===== src/rtl/cdp_lut_pkg.sv =====
// Shared LUT access types and constants for the CDP lookup-table arbiter and its sub-blocks.
package cdp_lut_pkg;

  localparam int LUT_DW     = 16;
  localparam int LUT_AW     = 9;
  localparam int RAM_RD_LAT = 1;

  typedef enum logic {
    TBL_LE = 1'b0,
    TBL_LO = 1'b1
  } lut_tbl_e;

  typedef enum logic {
    OWN_DP  = 1'b0,
    OWN_CFG = 1'b1
  } rd_owner_e;

endpackage


===== src/rtl/cdp_lut_rsp_fifo.sv =====
// 2-entry in-order response FIFO; head is registered, so a push is visible one cycle later.
// No overflow protection: the upstream credit count guarantees a push never hits a full FIFO.
module cdp_lut_rsp_fifo
  import cdp_lut_pkg::*;
#(
  parameter int DW = LUT_DW
) (
  input  logic          clk,
  input  logic          rst_n,
  input  logic          push,
  input  logic [DW-1:0] push_dat,
  input  logic          pop,
  output logic          vld,
  output logic [DW-1:0] head,
  output logic [1:0]    cnt
);

  logic [DW-1:0] mem [2];
  logic          wr_ptr;
  logic          rd_ptr;
  logic [1:0]    cnt_q;

  always_ff @(posedge clk or negedge rst_n) begin
    if (!rst_n) begin
      mem[0] <= '0;
      mem[1] <= '0;
      wr_ptr <= 1'b0;
      rd_ptr <= 1'b0;
      cnt_q  <= 2'd0;
    end else begin
      if (push) begin
        mem[wr_ptr] <= push_dat;
        wr_ptr      <= ~wr_ptr;
      end
      if (pop) begin
        rd_ptr <= ~rd_ptr;
      end
      cnt_q <= cnt_q + {1'b0, push} - {1'b0, pop};
    end
  end

  assign vld  = (cnt_q != 2'd0);
  assign head = mem[rd_ptr];
  assign cnt  = cnt_q;

endmodule


===== src/rtl/cdp_lut_access_arb.sv =====
// Arbitrates datapath lookups and register-side LUT accesses onto one single-port RAM; dp wins by
// default, cfg is forced after CFG_STARVE_MAX denials. dp: 2-cycle latency, credit back-pressure; cfg: 1-cycle read, no back-pressure.
module cdp_lut_access_arb
  import cdp_lut_pkg::*;
#(
  parameter int CFG_STARVE_MAX = 16,
  parameter int DW             = LUT_DW
) (
  input  logic              nvdla_core_clk,
  input  logic              nvdla_core_rstn,
  input  logic              dp_req_pvld,
  output logic              dp_req_prdy,
  input  logic              dp_req_tbl,
  input  logic [LUT_AW-1:0] dp_req_addr,
  output logic              dp_rsp_pvld,
  input  logic              dp_rsp_prdy,
  output logic [DW-1:0]     dp_rsp_data,
  input  logic              cfg_req_pvld,
  output logic              cfg_req_prdy,
  input  logic              cfg_req_wr,
  input  logic              cfg_req_tbl,
  input  logic [LUT_AW-1:0] cfg_req_addr,
  input  logic [DW-1:0]     cfg_req_wdat,
  output logic              cfg_rsp_pvld,
  output logic [DW-1:0]     cfg_rsp_data,
  output logic              ram_re,
  output logic              ram_we,
  output logic              ram_tbl,
  output logic [LUT_AW-1:0] ram_addr,
  output logic [DW-1:0]     ram_wdat,
  input  logic [DW-1:0]     ram_rdat
);

  localparam int SW = $clog2(CFG_STARVE_MAX + 1);

  logic [SW-1:0]     starve_cnt;
  logic              tag_vld;
  rd_owner_e         tag_own;
  logic              last_tbl;
  logic [LUT_AW-1:0] last_addr;
  logic [DW-1:0]     last_wdat;

  logic [1:0] fifo_cnt;
  logic [1:0] credit;
  logic       fifo_push;
  logic       fifo_pop;
  logic       cfg_force;
  logic       dp_room;
  logic       dp_acc;
  logic       cfg_acc;

  assign fifo_pop  = dp_rsp_pvld & dp_rsp_prdy;
  assign fifo_push = tag_vld & (tag_own == OWN_DP);
  assign credit    = fifo_cnt + {1'b0, fifo_push};
  assign cfg_force = cfg_req_pvld & (starve_cnt == SW'(CFG_STARVE_MAX));
  assign dp_room   = (credit < 2'd2) | ((credit == 2'd2) & fifo_pop);

  // Ready is gated by reset directly so acceptance is possible on the very first edge after release.
  assign dp_req_prdy  = nvdla_core_rstn & ~cfg_force & dp_room;
  assign dp_acc       = dp_req_pvld & dp_req_prdy;
  assign cfg_req_prdy = nvdla_core_rstn & ~dp_acc;
  assign cfg_acc      = cfg_req_pvld & cfg_req_prdy;

  assign ram_re = dp_acc | (cfg_acc & ~cfg_req_wr);
  assign ram_we = cfg_acc & cfg_req_wr;

  always_comb begin
    ram_tbl  = last_tbl;
    ram_addr = last_addr;
    ram_wdat = last_wdat;
    if (dp_acc) begin
      ram_tbl  = dp_req_tbl;
      ram_addr = dp_req_addr;
    end else if (cfg_acc) begin
      ram_tbl  = cfg_req_tbl;
      ram_addr = cfg_req_addr;
      ram_wdat = cfg_req_wdat;
    end
  end

  always_ff @(posedge nvdla_core_clk or negedge nvdla_core_rstn) begin
    if (!nvdla_core_rstn) begin
      starve_cnt <= '0;
      tag_vld    <= 1'b0;
      tag_own    <= OWN_DP;
      last_tbl   <= 1'b0;
      last_addr  <= '0;
      last_wdat  <= '0;
    end else begin
      if (!cfg_req_pvld || cfg_acc) begin
        starve_cnt <= '0;
      end else if (starve_cnt != SW'(CFG_STARVE_MAX)) begin
        starve_cnt <= starve_cnt + 1'b1;
      end
      tag_vld <= ram_re;
      tag_own <= dp_acc ? OWN_DP : OWN_CFG;
      if (ram_re || ram_we) begin
        last_tbl  <= ram_tbl;
        last_addr <= ram_addr;
        last_wdat <= ram_wdat;
      end
    end
  end

  // cfg read data bypasses the FIFO: the register side never stalls.
  assign cfg_rsp_pvld = tag_vld & (tag_own == OWN_CFG);
  assign cfg_rsp_data = cfg_rsp_pvld ? ram_rdat : '0;

  cdp_lut_rsp_fifo #(.DW(DW)) u_rsp_fifo (
    .clk      (nvdla_core_clk),
    .rst_n    (nvdla_core_rstn),
    .push     (fifo_push),
    .push_dat (ram_rdat),
    .pop      (fifo_pop),
    .vld      (dp_rsp_pvld),
    .head     (dp_rsp_data),
    .cnt      (fifo_cnt)
  );

endmodule

===== config.mk =====
export PLATFORM = sky130hd
export DESIGN_NAME = cdp_lut_access_arb
export DESIGN_NICKNAME = d
export VERILOG_FILES = /design/src/rtl/cdp_lut_pkg.sv /design/src/rtl/cdp_lut_rsp_fifo.sv /design/src/rtl/cdp_lut_access_arb.sv
export SDC_FILE = /design/constraint.sdc
export NUM_CORES = 1
export LEC_CHECK = 0
export CORE_MARGIN = 2
export CORE_UTILIZATION = 49
export CTS_CLUSTER_DIAMETER = 200
export DETAILED_ROUTE_END_ITERATION = 12
export PLACE_DENSITY = 0.9
export SLEW_MARGIN = 20
export SYNTH_ARGS = -nofsm -noshare
export SYNTH_HDL_FRONTEND = slang
export SYNTH_SLANG_ARGS = --single-unit

===== constraint.sdc =====
create_clock -name nvdla_core_clk -period 4.7 [get_ports nvdla_core_clk]
set_input_delay 0.94 -clock nvdla_core_clk [delete_from_list [all_inputs] [get_ports nvdla_core_clk]]
set_output_delay 0.94 -clock nvdla_core_clk [all_outputs]
set_load 0.05 [all_outputs]

==> impl_results.md, run 1 <==
- Final slew viol count: 0
- Yosys reg bits: 69
- Pleak: ~2.3 nW
- Setup Skew: between 7 and 8 ps
- Clock latency at the later pin of the worst-skew pair: around 350 ps
- CTS Root Cell: clkbuf_8
- H-tree level count: 3
- HP Class: in2async
- Routed WL: 8.37 mm
- Antenna diode count: 0
- First-pass GRT wire length: ~14 mm
- Overall power: ~3.5 mW
- DRC viols: 0
- Die X-Extent: between 80 and 90 µm
- GRT Total Usage: a little over a fifth
- Vias per cell: 5.42
- Post-CTS Setup Inserts: 0
- Post-layout util: 72.2%
- Endpoint class of the critical path: output pin
- Die area: ~8100 µm²
- Dpl hpwl: between 5 and 6 mm
- Setup TNS: 0 ps
- Netlist cell types: 34
- GPL Wtd Cong: around 0.79
- Largest net degree at the start of global routing: 53
- DR WL/cell: about 17 µm
- Crit path kind: in2out
- DR iter-0 viols: 87
- CTS clock-pin slew for the worst setup and hold paths: roughly 70 ps
- Outcome: complete, no violations
- Syn avg cell area: about 13 µm²
- Max Cap Viol: 0
- Syn_nets: ~330
- Crit path required time: around 3800 ps
- R2R Path Start: tag_own
- Peak fanout along the critical path: 22
- Worst EP arrival: around 3200 ps
- DP Area: 4960 µm²
- R2R cell count: 6
- Initial Util: 50.3%
- Vias in the first global route: 2,799
- Area leader, netlist: dfrtp_1
- Seq/Total Area, Yosys: 47.9%
- DR vias: 2,686
- Global route overflow: 0
- Die height: 89.8 µm
- Slew margin rel.: around 49%
- CTS buffer count: 9
- Post-Syn Area: between 3000 and 4000 µm²
- TritonCTS Sinks: 69
- Post-DRT Antenna Nets: 0
- Slew @ Worst Pin: approximately 770 ps
- Fill cells: a little under 500
- Boundary Pins: between 100 and 150
- Unrepaired setup endpoints after global routing: no
- Fin. Hold Viols: 0
- CP Launch Point: dp_rsp_prdy
- Share of post-route cells with drive strength above 1: about a third
- Commonest cells after routing, fill and taps aside: clkdlybuf4s50_1, dfrtp_1, mux2_2
- Post-route minimum period: slightly above 4000 ps
- Layout area overhead: 43.8%
- PwrDens: a little under 700 nW/µm²
- Final instance area: 5180 µm²
- Synth Warn #: 0
- Most common cell after layout, fill and taps aside: clkdlybuf4s50_1
- VDD IR max: 275 µV
- CTS tree: done
- Yosys top cell area share: between 40% and 50%
- I/O Buffers: 121
- Area contributors post-synth: dfrtp_1, mux2_2, mux2_4
- Std-Cell Rows: 31
- Clk buf depth: 2
- Fmax: 243 MHz
- CP Launch Type: input pin
- Resized cells post-CTS: 0
- Final Cycle Share: between 80% and 90%
- Mapped Cells: 270
- Hold_buf cts: 0
- Core area: roughly 7000 µm²
- TritonRoute pass-1 iters: 5
- Initial antenna violation count: 0
- Setup-failing EPs final: 0
- # nets final: 453
through the flow:
| stage | hold WS (ps) | cells | setup slack [ps] |
|---|---|---|---|
| after detailed placement | 488 | 480 | 612 |
| after global routing | 485 | 496 | 480 |
| final | 474 | 496 | 585 |
| after CTS | 468 | 496 | 591 |
| after global placement | 481 | 480 | 634 |
| after floorplan | 468 | 270 | 1200 |
worst paths after layout:
kind	to	slack, ps
worst min register to register	u_rsp_fifo.mem[12]	510
max in group asynchronous	last_wdat[15]	3280
min in group nvdla_core_clk	u_rsp_fifo.mem[12]	510
worst max-delay path	cfg_req_prdy	590
worst min-delay path	last_tbl	470
worst max register to register	last_wdat[15]	2350
critical path, stage by stage:
cell	delay, ps
clkdlybuf4s50_1	500
nor2_1	50
a211o_1	360
nand2_1	130
and4_4	400
nor2b_1	80
clkdlybuf4s50_1	710
per-layer routing:
layer | track usage, % | routed length [µm]
met4 | 6.15 | 113
met3 | 5.78 | 452
met5 | 0 | 0
met1 | 26.2 | 3580
met2 | 36.3 | 4230
layout make-up:
class | count | area, µm² | area share [%]
multi-input combinational | 179 | 1770 | 34.2
timing repair buffer | 127 | 1320 | 25.4
clock inverter | 6 | 86.3 | 1.67
sequential | 69 | 1730 | 33.3
clock buffer | 10 | 138 | 2.66
tap | 99 | 124 | 2.39
inverter | 6 | 22.5 | 0.434
power by group:
group	leakage, nW	switching (mW)	total [mW]	internal (mW)
Sequential	0.835	0.174	1.00	0.830
Clock	0.112	0.232	0.544	0.312
Combinational	1.33	1.10	1.97	0.873
synthesized netlist by cell type (all sizes together):
cell and n:
a22oi 1, and4 1, a21oi 1, nand4bb 1
a2111oi 1, a221o 20, a211o 1, clkbuf 6
buf 10, nand2b 3, nor2 3, nor2b 3
nor3 2, a21boi 1, and3 20, or2 1
nand3 2, nand2 8, inv 6, and2b 1
a311oi 1, nor3b 10, and2 2, ha 3
dfrtp 69, a21o 1, mux2 80, xnor2 7
o21ai 3, xor2 2
cell families after synthesis:
family	count (synthesis)	synth area share, %
xor+xnor	9	2.19
buf+inv	22	3.16
fa+ha+maj	3	1.04
flops	69	47.9
compound gates	30	7.91
mux	80	28.1
simple gates	57	9.72
flip-flops by register name, summed over array words and instances (netlist names), 2 cells and up:
signal / cells
starve_cnt: 5
last_wdat: 16
last_addr: 9
u_rsp_fifo.mem: 32
u_rsp_fifo.cnt: 2
No activity file was read; power rests on OpenSTA's default activity.
==> inputs of run 2 (changes only) <==
--- a/config.mk
+++ b/config.mk
@@ -5,10 +5,12 @@
 export SDC_FILE = /design/constraint.sdc
 export NUM_CORES = 1
 export LEC_CHECK = 0
+export ABC_AREA = 1
 export CORE_MARGIN = 2
-export CORE_UTILIZATION = 49
+export CORE_UTILIZATION = 48
 export CTS_CLUSTER_DIAMETER = 200
 export DETAILED_ROUTE_END_ITERATION = 12
+export MAX_ROUTING_LAYER = met4
 export PLACE_DENSITY = 0.9
 export SLEW_MARGIN = 20
 export SYNTH_ARGS = -nofsm -noshare
==> impl_results.md, run 2 <==
- First-pass GRT wire length: 13.2 mm (was 13.7 mm)
- Biggest registers after layout: u_rsp_fifo.mem (32), last_wdat (16), last_addr (9) (unchanged)
- Die area: 7660 µm² (was 8060 µm²)
- Seq/Total Area, Yosys: 51.6% (was 47.9%)
- I/O Buffers: 121 (unchanged)
- Initial antenna violation count: 0 (unchanged)
- Overall power: 3.27 mW (was 3.52 mW)
- Reg-to-reg setup timing slack: 2380 ps (was 2350 ps)
- Yosys reg bits: 69 (unchanged)
- CTS Root Cell: clkbuf_8 (unchanged)
- Netlist cell types: 24 (was 34)
- DP Worst Slack: 539 ps (was 612 ps)
- Setup-failing EPs final: 0 (unchanged)
- Logic pwr share: 53.8% (was 56.0%)
- Area contributors post-synth: dfrtp_1, nand2_1, inv_1 (was dfrtp_1, mux2_2, mux2_4)
- Fill cells: 482 (was 484)
- Dpl cells: 601 (was 480)
- Dpl hpwl: 5.84 mm (was 5.93 mm)
- Resized cells post-CTS: 0 (unchanged)
- Net Sw Frac: 45.4% (was 42.7%)
- H-tree level count: 3 (unchanged)
- Post-CTS Setup Inserts: 0 (unchanged)
- Pleak: 2.44 nW (was 2.28 nW)
- CP Launch Type: input pin (unchanged)
- CTS buffer count: 9 (unchanged)
- Switch Pwr: 1.48 mW (was 1.50 mW)
- GPL Wtd Cong: 0.808 (was 0.789)
- Final Cycle Share: 88.9% (was 87.6%)
- Fin. Hold Viols: 0 (unchanged)
- Core area: 6760 µm² (was 7180 µm²)
- Antenna diode count: 0 (unchanged)
- Mapped Cells: 418 (was 270)
- Layout area overhead: 48.7% (was 43.8%)
- CTS clock-pin slew for the worst setup and hold paths: 80 ps (was 70 ps)
- Post-route minimum period: 4180 ps (was 4110 ps)
- Worst R2R End: tag_vld (was last_wdat[15])
- Final slew viol count: 0 (unchanged)
- CP max stage delay: 720 ps (was 710 ps)
- Crit path required time: 3760 ps (about the same)
- Fin cells: 617 (was 496)
- Std-Cell Rows: 30 (was 31)
- Slew @ Worst Pin: 986 ps (was 772 ps)
- Clk buf depth: 2 (unchanged)
- Crit path kind: in2out (unchanged)
- CTS tree: done (unchanged)
- Synth top cells by count: nand2_1, dfrtp_1, inv_1 (was dfrtp_1, mux2_2, mux2_4)
- DR vias: 3,172 (was 2,686)
- DP Area: 4730 µm² (was 4960 µm²)
- PwrDens: 657 nW/µm² (was 679 nW/µm²)
- Syn_nets: 479 (was 331)
- Post-DRT Antenna Nets: 0 (unchanged)
- DR iter-0 viols: 163 (was 87)
- Vias in the first global route: 2,985 (was 2,799)
- Setup TNS: 0 ps (unchanged)
- Unrepaired setup endpoints after global routing: no (unchanged)
- Die height: 87.5 µm (was 89.8 µm)
- DR WL/cell: 13.1 µm (was 16.9 µm)
- Yosys top cell area share: 51.6% (was 47.9%)
- TritonCTS Sinks: 69 (unchanged)
- Endpoint class of the critical path: output pin (unchanged)
- Slew margin rel.: 34.3% (was 48.6%)
- Critical path cell sequence: clkdlybuf4s50_1 -> nand3_1 -> nand2_1 -> inv_1 -> nand3_4 -> clkinv_1 -> nand2_1 -> nand3_1 -> clkdlybuf4s50_1 (was clkdlybuf4s50_1 -> nor2_1 -> a211o_1 -> nand2_1 -> and4_4 -> nor2b_1 -> clkdlybuf4s50_1)
- Power share of the clock group: 18.2% (was 15.4%)
- Fmax: 239 MHz (was 243 MHz)
- Vias per cell: 5.14 (was 5.42)
- Boundary Pins: 122 (unchanged)
- Int Power: 1.79 mW (was 2.02 mW)
- CP Launch Point: cfg_req_pvld (was dp_rsp_prdy)
- Area leader, netlist: dfrtp_1 (unchanged)
- Final instance area: 4980 µm² (was 5180 µm²)
- Global route overflow: 0 (unchanged)
- Top FF cell, synth: dfrtp_1 (unchanged)
- Initial Util: 49.6% (was 50.3%)
- GRT Total Usage: 22.7% (was 21.1%)
- Commonest cells after routing, fill and taps aside: nand2_1, clkdlybuf4s50_1, dfrtp_1 (was clkdlybuf4s50_1, dfrtp_1, mux2_2)
- Post-layout util: 73.7% (was 72.2%)
- Most common cell in the netlist: nand2_1 (was dfrtp_1)
- Largest net degree at the start of global routing: 59 (was 53)
- Syn avg cell area: 8.01 µm² (was 13.4 µm²)
- Worst path slowest cell: clkdlybuf4s50_1 (unchanged)
- Worst EP arrival: 3240 ps (was 3170 ps)
- Reg with most FFs: u_rsp_fifo.mem (unchanged)
- Share of post-route cells with drive strength above 1: 8.75% (was 33.8%)
- Synth Warn #: 0 (unchanged)
- Post-synth ARST share: 100% (unchanged)
- Most common cell after layout, fill and taps aside: nand2_1 (was clkdlybuf4s50_1)
- Clock latency at the later pin of the worst-skew pair: 350 ps (about the same)
- Max FFs per register: 32 (unchanged)
- HP Class: in2async (unchanged)
- TritonRoute pass-1 iters: 5 (unchanged)
- # nets final: 593 (was 453)
- Outcome: complete, no violations (unchanged)
- R2R Path Start: starve_cnt[0] (was tag_own)
- Peak fanout along the critical path: 25 (was 22)
- Sequential share of power: 28.0% (was 28.5%)
- Post-Syn Area: 3350 µm² (was 3610 µm²)
- Routed WL: 8.09 mm (was 8.37 mm)
- Setup Skew: 8.74 ps (was 7.80 ps)
- Worst setup margin: 521 ps (was 585 ps)
- Max Cap Viol: 0 (unchanged)
- Hold_buf cts: 0 (unchanged)
- Die X-Extent: 87.5 µm (was 89.8 µm)
- DRC viols: 0 (unchanged)
- WHS: 486 ps (was 474 ps)
- R2R cell count: 10 (was 6)
- Post-synth EDFFs: 0 (unchanged)
- VDD IR max: 313 µV (was 275 µV)
run 2: worst max path at each step:
stage | end | slack, ps | cells after the start
5_1_grt | ram_addr[2] | 290 | 9
4_1_cts | ram_addr[1] | 540 | 9
6_report | ram_addr[7] | 520 | 9
3_3_place_gp | ram_addr[6] | 620 | 9
2_1_floorplan | ram_re | 1320 | 8
3_5_place_dp | ram_addr[1] | 540 | 9
run 2: logic make-up (layout without fill, tap and decap cells):
group	Yosys count	count (layout)	share of synthesized area (%)
flops	69	69	51.6
xor+xnor	4	4	1.05
buf+inv	70	189	9.08
simple gates	194	194	24.8
fa+ha+maj	3	3	1.12
compound gates	78	78	12.4
run 2: cell type report:
| type | count | area (µm²) | share of cell area (%) |
|---|---|---|---|
| sequential | 69 | 1730 | 34.7 |
| timing repair buffer | 124 | 1400 | 28.2 |
| multi-input combinational | 279 | 1320 | 26.5 |
| inverter | 49 | 184 | 3.69 |
| clock buffer | 10 | 138 | 2.76 |
| clock inverter | 6 | 110 | 2.21 |
| tap | 80 | 100 | 2.01 |
run 2: power by group through the flow:
stage / Sequential [mW] / Combinational, mW / Clock [mW]
final: 0.915 / 1.76 / 0.595
after global routing: 0.938 / 1.88 / 0.624
after CTS: 0.914 / 1.77 / 0.599
after detailed placement: 0.924 / 1.76 / 0
after global placement: 0.911 / 1.73 / 0
after floorplan: 0.897 / 1.15 / 0
run 2: routing by layer:
metal  part of all wire [%]  vias up  GRT usage (%)
met3                    8.9       11           5.50
met5                      0        -              -
li1                       -     1569              -
met4                    1.2        0           7.55
met2                     47      149           37.8
met1                     43     1443           27.0
run 2: critical path: cells and delay by family:
family                 cells  cell delay [ps]
buffers and inverters      4             1580
AND/OR/NAND/NOR            5              690
